===== config.mk =====
export PLATFORM = sky130hd
export DESIGN_NAME = bf16_fp32_mul
export DESIGN_NICKNAME = d
export VERILOG_FILES = /design/src/rtl/bf16_pkg.sv /design/src/rtl/bf16_classify.sv /design/src/rtl/bf16_fp32_mul.sv
export SDC_FILE = /design/constraint.sdc
export NUM_CORES = 1
export LEC_CHECK = 0
export ABC_AREA = 1
export CORE_MARGIN = 5
export CORE_UTILIZATION = 40
export CTS_BUF_LIST = sky130_fd_sc_hd__clkbuf_4
export DETAILED_ROUTE_END_ITERATION = 12
export SLEW_MARGIN = 10
export SYNTH_ARGS = -nofsm -noshare
export SYNTH_HDL_FRONTEND = slang
export SYNTH_HIERARCHICAL = 1
export SYNTH_SLANG_ARGS = --single-unit

===== constraint.sdc =====
create_clock -name clk -period 4.5 [get_ports clk]
set_clock_uncertainty 0.2 [all_clocks]
set_input_delay 0.45 -clock clk [delete_from_list [all_inputs] [get_ports clk]]
set_output_delay 0.45 -clock clk [all_outputs]
set_load 0.05 [all_outputs]

===== src/rtl/bf16_pkg.sv =====
// Shared types and constants for the bf16 x bf16 -> fp32 multiplier.
package bf16_pkg;

    localparam int          BF16_EXP_BIAS = 127;
    localparam int          EXP_MAX       = 255;
    localparam logic [31:0] FP32_QNAN     = 32'h7FC00000;

    typedef struct packed {
        logic       sign;
        logic [7:0] exp;
        logic [6:0] mant;
    } bf16_t;

    typedef struct packed {
        logic        sign;
        logic [7:0]  exp;
        logic [22:0] mant;
    } fp32_t;

    typedef enum logic [1:0] {
        FP_ZERO,
        FP_NORMAL,
        FP_INF,
        FP_NAN
    } fp_class_e;

    // Stage-1 register contents: everything stage 2 needs to pack a result.
    typedef struct packed {
        logic               sign;
        fp_class_e          cls_a;
        fp_class_e          cls_b;
        logic [15:0]        prod;
        logic signed [9:0]  exp;
    } s1_t;

endpackage


===== src/rtl/bf16_classify.sv =====
// Operand classifier: bf16 in, class plus significand with hidden bit out.
// Subnormals (exp==0) are folded into FP_ZERO.
module bf16_classify
    import bf16_pkg::*;
(
    input  bf16_t      op,
    output fp_class_e  cls,
    output logic [7:0] sig
);

    // Decode exponent/mantissa into a class and the 1.m significand
    always_comb begin
        cls = FP_NORMAL;
        sig = {1'b1, op.mant};
        if (op.exp == 8'd0) begin
            cls = FP_ZERO;
            sig = 8'd0;
        end else if (op.exp == 8'(EXP_MAX)) begin
            cls = (op.mant == 7'd0) ? FP_INF : FP_NAN;
        end
    end

endmodule


===== src/rtl/bf16_fp32_mul.sv =====
// Two-stage bf16 x bf16 multiplier producing an exact fp32 product.
// Stage 1 classifies operands and forms the 16-bit significand product and
// the biased exponent sum; stage 2 normalizes, resolves specials and packs.
module bf16_fp32_mul
    import bf16_pkg::*;
#(
    parameter int FLUSH_DENORM = 1
)(
    input  logic        clk,
    input  logic        rst,
    input  logic        in_valid,
    input  logic [15:0] a,
    input  logic [15:0] b,
    output logic        out_valid,
    output logic [31:0] out
);

    localparam int STAGES = 2;

    // The datapath flushes subnormals; FLUSH_DENORM=1 is the only legal setting.
    generate
        if (FLUSH_DENORM != 1) begin : g_bad_flush
            $error("bf16_fp32_mul: FLUSH_DENORM must be 1");
        end
    endgenerate

    bf16_t            op_a, op_b;
    fp_class_e        cls_a, cls_b;
    logic [7:0]       sig_a, sig_b;
    s1_t              s1_d, s1_q;
    logic [STAGES:1]  vld_pipe;

    assign op_a = bf16_t'(a);
    assign op_b = bf16_t'(b);

    bf16_classify u_cls_a (.op(op_a), .cls(cls_a), .sig(sig_a));
    bf16_classify u_cls_b (.op(op_b), .cls(cls_b), .sig(sig_b));

    // Stage-1 next state: sign, classes, significand product, exponent sum
    always_comb begin
        s1_d       = '0;
        s1_d.sign  = op_a.sign ^ op_b.sign;
        s1_d.cls_a = cls_a;
        s1_d.cls_b = cls_b;
        s1_d.prod  = 16'(sig_a) * 16'(sig_b);
        s1_d.exp   = $signed({2'b00, op_a.exp}) + $signed({2'b00, op_b.exp})
                   - 10'sd127;
    end

    // Valid shift register; reset discards anything in flight
    always_ff @(posedge clk or posedge rst) begin
        if (rst) vld_pipe <= '0;
        else     vld_pipe <= {vld_pipe[STAGES-1:1], in_valid};
    end

    // Stage-1 register, loads only on an accepted operand pair
    always_ff @(posedge clk or posedge rst) begin
        if (rst)           s1_q <= '0;
        else if (in_valid) s1_q <= s1_d;
    end

    logic signed [9:0] exp_n;
    logic [22:0]       frac;
    logic              any_nan, any_inf, any_zero;
    logic [31:0]       res;

    // Stage 2: normalize the 1.x/1x.x product and apply special-case priority
    always_comb begin
        exp_n = s1_q.prod[15] ? s1_q.exp + 10'sd1 : s1_q.exp;
        frac  = s1_q.prod[15] ? {s1_q.prod[14:0], 8'b0} : {s1_q.prod[13:0], 9'b0};

        any_nan  = (s1_q.cls_a == FP_NAN)  || (s1_q.cls_b == FP_NAN);
        any_inf  = (s1_q.cls_a == FP_INF)  || (s1_q.cls_b == FP_INF);
        any_zero = (s1_q.cls_a == FP_ZERO) || (s1_q.cls_b == FP_ZERO);

        res = {s1_q.sign, exp_n[7:0], frac};
        if (any_nan || (any_inf && any_zero)) res = FP32_QNAN;
        else if (any_inf)                     res = {s1_q.sign, 8'hFF, 23'h0};
        else if (any_zero)                    res = {s1_q.sign, 31'h0};
        else if (exp_n >= 10'sd255)           res = {s1_q.sign, 8'hFF, 23'h0};
        else if (exp_n <= 10'sd0)             res = {s1_q.sign, 31'h0};
    end

    // Output register holds its last product while no new one arrives
    always_ff @(posedge clk or posedge rst) begin
        if (rst)              out <= 32'h0;
        else if (vld_pipe[1]) out <= res;
    end

    assign out_valid = vld_pipe[STAGES];

endmodule


==> results_dict.tcl, run 1 <==
set metrics [dict create \
    synth_top_cells_by_area "sky130_fd_sc_hd__dfrtp_1, sky130_fd_sc_hd__nand2_1, sky130_fd_sc_hd__fa_1, sky130_fd_sc_hd__ha_1, sky130_fd_sc_hd__inv_1" \
    cts-root-buf "sky130_fd_sc_hd__clkbuf_4" \
    cts_tree "built" \
    count_of_flip_flops_with_a_built_in_enable_after_synthesis 0 \
    met3_wire_len_um 559 \
    antenna_violations_before_repair 1 \
    sum_of_routed_wire_length_over_all_layers_um 14200 \
    yosysTopAreaCellShare 0.245 \
    total_leakage_power_nw 4.32 \
    crit_chain "clkdlybuf4s50_1 -> inv_1 -> nor2_4 -> nand2_2 -> fa_1 -> fa_1 -> inv_1 -> fa_1 -> inv_2 -> fa_1 -> inv_2 -> ha_4 -> nand2_4 -> o21ai_4 -> a21oi_2 -> buf_4 -> or2_2 -> a31oi_1" \
    status "completed" \
    floorplan.rows 44 \
    cp_slowest_cell "sky130_fd_sc_hd__fa_1" \
    critPathArrivalTime_ps 4560 \
    seq_area_frac_synth 0.245 \
    startpoint_type "input pin" \
    nFillCells 1453 \
    met2RoutedLength_um 6690 \
    drt_pre_antenna_iters 5 \
    most_common_cell_in_the_netlist "sky130_fd_sc_hd__nand2_1" \
    drt-wirelength-per-cell_um 12.2 \
    postSynth.asyncResetShare 1.00 \
    synth_common_cells "sky130_fd_sc_hd__nand2_1, sky130_fd_sc_hd__inv_1, sky130_fd_sc_hd__nor2_1" \
    worstSetupEndpointType "flip-flop" \
    place.gp.congestion 0.860 \
    hold_path_class "in2async" \
    syn_to_final_growth_pct 32.9 \
    clk_pin_slew_worst_paths_ps 90 \
    timing.final.max_slew_violations 0 \
    tightestPinTransition_ps 852 \
    cp_max_fo 6 \
    worst_slack_ps 50.8 \
    post-route-period-util 0.989 \
    cap_viol_max_count 0 \
    grt_remaining_overflow 0 \
    cpMostUsedCell "sky130_fd_sc_hd__fa_1" \
    synth_warnings 6 \
    ant_nets 0 \
    number_of_vias_per_cell 4.64 \
    postSynthRegisterBits 57 \
    htree_num_levels 3 \
    dr.first_iter.drc_count 231 \
    initial_utilization 0.404 \
    dpl_worst_slack_ps -859 \
    die_x_um 131 \
    cts-hold-fix-buffers 0 \
    wl_met1_um 6800 \
    setup_tns_ps 0 \
    proportion_of_layout_cells_with_a_drive_suffix_above_1 0.214 \
    nNetsFinal 1100 \
    die-area_um2 17100 \
    ir_worst_vdd_uv 220 \
    grt_pass1_vias 5408 \
    grt_setup_unrepaired "yes" \
    highest-signal-layer "met4" \
    grt.total_usage 0.176 \
    largest_incremental_delay_on_the_critical_path_ps 510 \
    place_inst 1137 \
    clock_sinks 57 \
    total_clock_buffers_created_by_cts 9 \
    power-per-cell-area_nw_per_um2 446 \
    final-hold-violation-count 0 \
    fmax_mhz 225 \
    grt_start_max_net_pins 46 \
    yosysUniqueCellTypes 37 \
    design.core.area_um2 14400 \
    portBuffers 59 \
    worst_ep_required_time_ps 4610 \
    num_vias 5399 \
    worst_skew_pair.late_latency_ps 400 \
    total_power_mw 3.45 \
    io-pin-count 68 \
    synthDominantAreaCellType "sky130_fd_sc_hd__dfrtp_1" \
    worst_path_dominant_cell_family "adder cells" \
    finalWorstPathRequiredPeriod_ps 4450 \
    final_cell_count_no_fill 1163 \
    total_half_perimeter_wirelength_after_legalization_and_detailed_placement_um 11600 \
    critical_path_class "in2reg" \
    synthFlopType "sky130_fd_sc_hd__dfrtp_1" \
    worst_case_headroom_to_the_max_slew_limit 0.431 \
    syn_area_per_cell_um2 6.93 \
    cts.path.max_buffers 2 \
    drcViolationCount 0 \
    grt_pass1_wl_um 24600 \
    dieHeight_um 131 \
    post_synth_inst_count 840 \
    setup_viol 0 \
    syn_area_um2 5820 \
    crit_buf_inv 6 \
]
## placed cells by master (no fill, tap or decap), drive strengths merged
master	instances
a22o	1
dlymetal6s2s	1
o31ai	2
a221oi	1
o21ai	44
dfrtp	57
nand2	240
o21bai	2
buf	100
a21oi	28
clkdlybuf4s50	42
a31oi	3
o22ai	5
o211a	1
a21o	1
fa	37
o2111ai	1
a211oi	8
clkbuf	21
inv	175
nor3	1
nand3b	2
clkinv	4
or2	5
nand3	38
xor2	5
nand4	7
diode	1
nor4	5
xnor2	3
nor2	78
ha	52
conb	8
## repair_timing
item                                    CTS  global route
cloned                                    1             0
pin swaps                                45            46
resized for setup                        83            78
endpoints found under the setup margin   10            10
buffers inserted                         11             4
## per-layer routing
layer,global-route usage,vias up
met1,0.238,2451
met5,0,-
met2,0.296,104
met4,0.0478,0
li1,-,2827
met3,0.0232,17
## power by group
part | leakage, nW | total (mW) | switching (mW) | internal [mW]
logic | 3.55 | 2.44 | 1.33 | 1.11
registers | 0.719 | 0.744 | 0.104 | 0.640
clock network | 0.0507 | 0.269 | 0.164 | 0.105
## metrics by stage
step / cell area [um^2] / hold WS, ps / util
after floorplan: 5960 / 214 / -
after global placement: 7200 / 249 / 0.499
after detailed placement: 7200 / 253 / 0.499
after CTS: 7570 / 265 / 0.525
after global routing: 7740 / 294 / 0.537
final: 7740 / 249 / 0.537
## final cells by class
| cell class | instances | area, um^2 | area share |
|---|---|---|---|
| clock inverter | 3 | 11.3 | 0.00146 |
| inverter | 176 | 663 | 0.0857 |
| sequential | 57 | 1430 | 0.184 |
| timing repair buffer | 154 | 1330 | 0.172 |
| tap | 184 | 230 | 0.0297 |
| antenna | 1 | 2.50 | 0.000323 |
| multi-input combinational | 578 | 4000 | 0.517 |
| clock buffer | 10 | 75.1 | 0.00970 |
## final timing paths
kind / start / slack [ps] / cells after the start / endpoint
worst min-delay path: rst / 250 / 2 / out[31]
worst max-delay path: b[5] / 50 / 18 / s1_q[18]
worst min register to register: out[10] / 280 / 2 / out[10]
min in group clk: out[10] / 280 / 2 / out[10]
worst max register to register: s1_q[25] / 1830 / 11 / out[15]
max in group asynchronous: rst / 3030 / 3 / s1_q[0]
## logic make-up after synthesis
logic type | count (synthesis) | share of synthesized area
buffers and inverters | 213 | 0.145
DFF | 57 | 0.245
adders and majority gates | 89 | 0.239
AOI/OAI and AO/OA | 97 | 0.0934
xor gates and xnor gates | 8 | 0.0120
other | 1 | 0.000644
and+or+nand+nor | 375 | 0.266
## registers in the layout, summed over array words and instances (netlist names)
register  cells
vld_pipe      2
s1_q         31
out          24
Power figures use the tool's default switching activity.
==> run 2, diff against run 1 <==
Settings changed: CAP_MARGIN set to 5, HOLD_SLACK_MARGIN set to 0.05, SLEW_MARGIN 10 to unset.
==> results of run 2 <==
The final DEF is identical to that of run 1; final timing and power are the same.
==> run 3, diff against run 2 <==
Settings changed: CORE_ASPECT_RATIO set to 1.25.
==> run 3 against run 2 <==
Cell area increased by 0.40%. Via count increased by 0.43%. Flip-flop and latch count is the same. Register-to-register slack improved by 20 ps. Clock-buffer cell count increased by 2. Die area barely moved. Critical path type unchanged. Largest cell class unchanged.
==> results_dict.tcl, run 3 (synthesis gave the netlist of run 1 again) <==
set metrics [dict create \
    clock_sinks 57 \
    syn_to_final_growth_pct 33.4 \
    cts.path.max_buffers 2 \
    htree_num_levels 3 \
    dieHeight_um 145 \
    drt-wirelength-per-cell_um 12.3 \
    total_clock_buffers_created_by_cts 9 \
    critical_path_class "in2reg" \
    nFillCells 1456 \
    hold_path_end "out[14]" \
    status "completed" \
    cts_tree "built" \
    number_of_vias_per_cell 4.65 \
    grt_pass1_vias 5355 \
    hold-path-cell-count 2 \
    cts-root-buf "sky130_fd_sc_hd__clkbuf_4" \
    grt_pass1_wl_um 24400 \
    grt_setup_unrepaired "yes" \
    worst_case_headroom_to_the_max_slew_limit 0.430 \
    setup_tns_ps 0 \
    portBuffers 59 \
    hold_path_class "reg2reg" \
    fmax_mhz 226 \
    place.gp.congestion 0.908 \
    ff2ff_setup_slack_ps 1850 \
    hold-worst-slack_ps 281 \
    clk_pin_slew_worst_paths_ps 100 \
    ant_nets 0 \
    dr.first_iter.drc_count 241 \
    io-pin-count 68 \
    dpl_worst_slack_ps -876 \
    critPathArrivalTime_ps 4560 \
    drcViolationCount 0 \
    worst_skew_pair.late_latency_ps 410 \
    die-area_um2 17100 \
    nNetsFinal 1106 \
    tightestPinTransition_ps 854 \
    initial_utilization 0.406 \
    sum_of_routed_wire_length_over_all_layers_um 14300 \
    worst_r2r_endpoint "out[10]" \
    num_vias 5422 \
    grt.total_usage 0.169 \
    design.core.area_um2 14300 \
    startpoint_type "input pin" \
    total_leakage_power_nw 4.33 \
    layout.cells.most_common "sky130_fd_sc_hd__nand2_1" \
    setup_viol 0 \
    worstHoldStart "out[14]" \
    grt_start_max_net_pins 46 \
    drt_pre_antenna_iters 4 \
    worst_slack_ps 76.2 \
    proportion_of_layout_cells_with_a_drive_suffix_above_1 0.235 \
    flip_flop_count_of_the_largest_register_all_copies_and_words_added 31 \
    critical_path.reg2reg.startpoint "s1_q[25]" \
    cp_max_fo 4 \
    power-per-cell-area_nw_per_um2 445 \
    mostFrequentLayoutCells "sky130_fd_sc_hd__nand2_1, sky130_fd_sc_hd__inv_1, sky130_fd_sc_hd__buf_4, sky130_fd_sc_hd__dfrtp_1, sky130_fd_sc_hd__nor2_1" \
    final-hold-violation-count 0 \
    count_of_cells_along_the_worst_register_to_register_path 11 \
    ir_worst_vdd_uv 309 \
    post-route-period-util 0.983 \
    timing.final.max_slew_violations 0 \
    total_half_perimeter_wirelength_after_legalization_and_detailed_placement_um 11700 \
    grt_remaining_overflow 0 \
    die_x_um 118 \
    layout_top_registers "s1_q (31), out (24), vld_pipe (2)" \
    layout.core_utilization 0.542 \
    worst_ep_required_time_ps 4640 \
    antenna_violations_before_repair 1 \
    total_power_mw 3.46 \
    finalWorstPathRequiredPeriod_ps 4420 \
    floorplan.rows 49 \
    registers.top_by_ff_count "s1_q" \
    cap_viol_max_count 0 \
    worstSetupEndpointType "flip-flop" \
]
-- run 3: changes by cell type in the layout (fill, tap and decap cells not counted), moves of 3 or more --
cell	before	now
sky130_fd_sc_hd__buf_4	83	91
sky130_fd_sc_hd__inv_1	161	151
sky130_fd_sc_hd__inv_2	13	23
sky130_fd_sc_hd__nand2_1	229	224
sky130_fd_sc_hd__nand2_2	7	14
sky130_fd_sc_hd__nor2_1	51	54
sky130_fd_sc_hd__nor2_4	18	15
sky130_fd_sc_hd__o21ai_2	1	4
-- run 3: worst max-delay path, stage by stage --
cell	delay, ps
sky130_fd_sc_hd__clkdlybuf4s50_1	480
sky130_fd_sc_hd__inv_1	70
sky130_fd_sc_hd__nor2_4	160
sky130_fd_sc_hd__nand2_2	90
sky130_fd_sc_hd__fa_1	510
sky130_fd_sc_hd__fa_1	490
sky130_fd_sc_hd__inv_1	50
sky130_fd_sc_hd__fa_1	530
sky130_fd_sc_hd__inv_1	50
sky130_fd_sc_hd__fa_1	480
sky130_fd_sc_hd__inv_2	50
sky130_fd_sc_hd__ha_4	290
sky130_fd_sc_hd__nand2_2	90
sky130_fd_sc_hd__o21ai_2	180
sky130_fd_sc_hd__a21oi_2	60
sky130_fd_sc_hd__buf_4	130
sky130_fd_sc_hd__or2_2	260
sky130_fd_sc_hd__a31oi_1	150
-- run 3: how the worst max path moves through the flow --
stage	startpoint	end	slack, ps	depth (start not counted)
after floorplan	b[11]	s1_q[20]	-20	21
after global placement	a[7]	s1_q[25]	-870	23
after detailed placement	a[11]	s1_q[25]	-880	23
after CTS	b[3]	s1_q[20]	7	22
after global routing	b[7]	s1_q[18]	-100	21
final	a[3]	s1_q[18]	80	18
-- run 3: power breakdown --
group / total [mW] / switching [mW] / internal (mW)
Clock: 0.304 / 0.176 / 0.128
Combinational: 2.41 / 1.31 / 1.10
Sequential: 0.742 / 0.102 / 0.640
-- run 3: per-layer routing --
layer / vias to the layer above / share of wire / track usage
met5: - / 0 / 0
met4: 0 / 0.035 / 0.0677
met3: 32 / 0.031 / 0.0214
met2: 98 / 0.51 / 0.304
met1: 2435 / 0.43 / 0.203
li1: 2857 / - / -
-- run 3: layout make-up --
| type | instances | area, um^2 | area share |
|---|---|---|---|
| Multi-Input combinational cell | 577 | 3960 | 0.510 |
| Timing Repair Buffer | 161 | 1380 | 0.178 |
| Antenna cell | 1 | 2.50 | 0.000322 |
| Inverter | 176 | 664 | 0.0855 |
| Sequential cell | 57 | 1430 | 0.184 |
| Clock buffer | 12 | 90.1 | 0.0116 |
| Tap cell | 178 | 223 | 0.0287 |
| Clock inverter | 4 | 20.0 | 0.00258 |
-- run 3: repair_timing --
action	CTS	global route
resized for setup	89	85
endpoints found under the setup margin	10	10
buffers inserted	6	14
pin swaps	29	27
hold buffers	0	0
-- run 3: stage by stage --
step                      instance area [um^2]  instances
final                                     7770       1166
after global routing                      7770       1166
after CTS                                 7440       1151
after detailed placement                  7180       1130
after global placement                    7180       1130
after floorplan                           5960        847
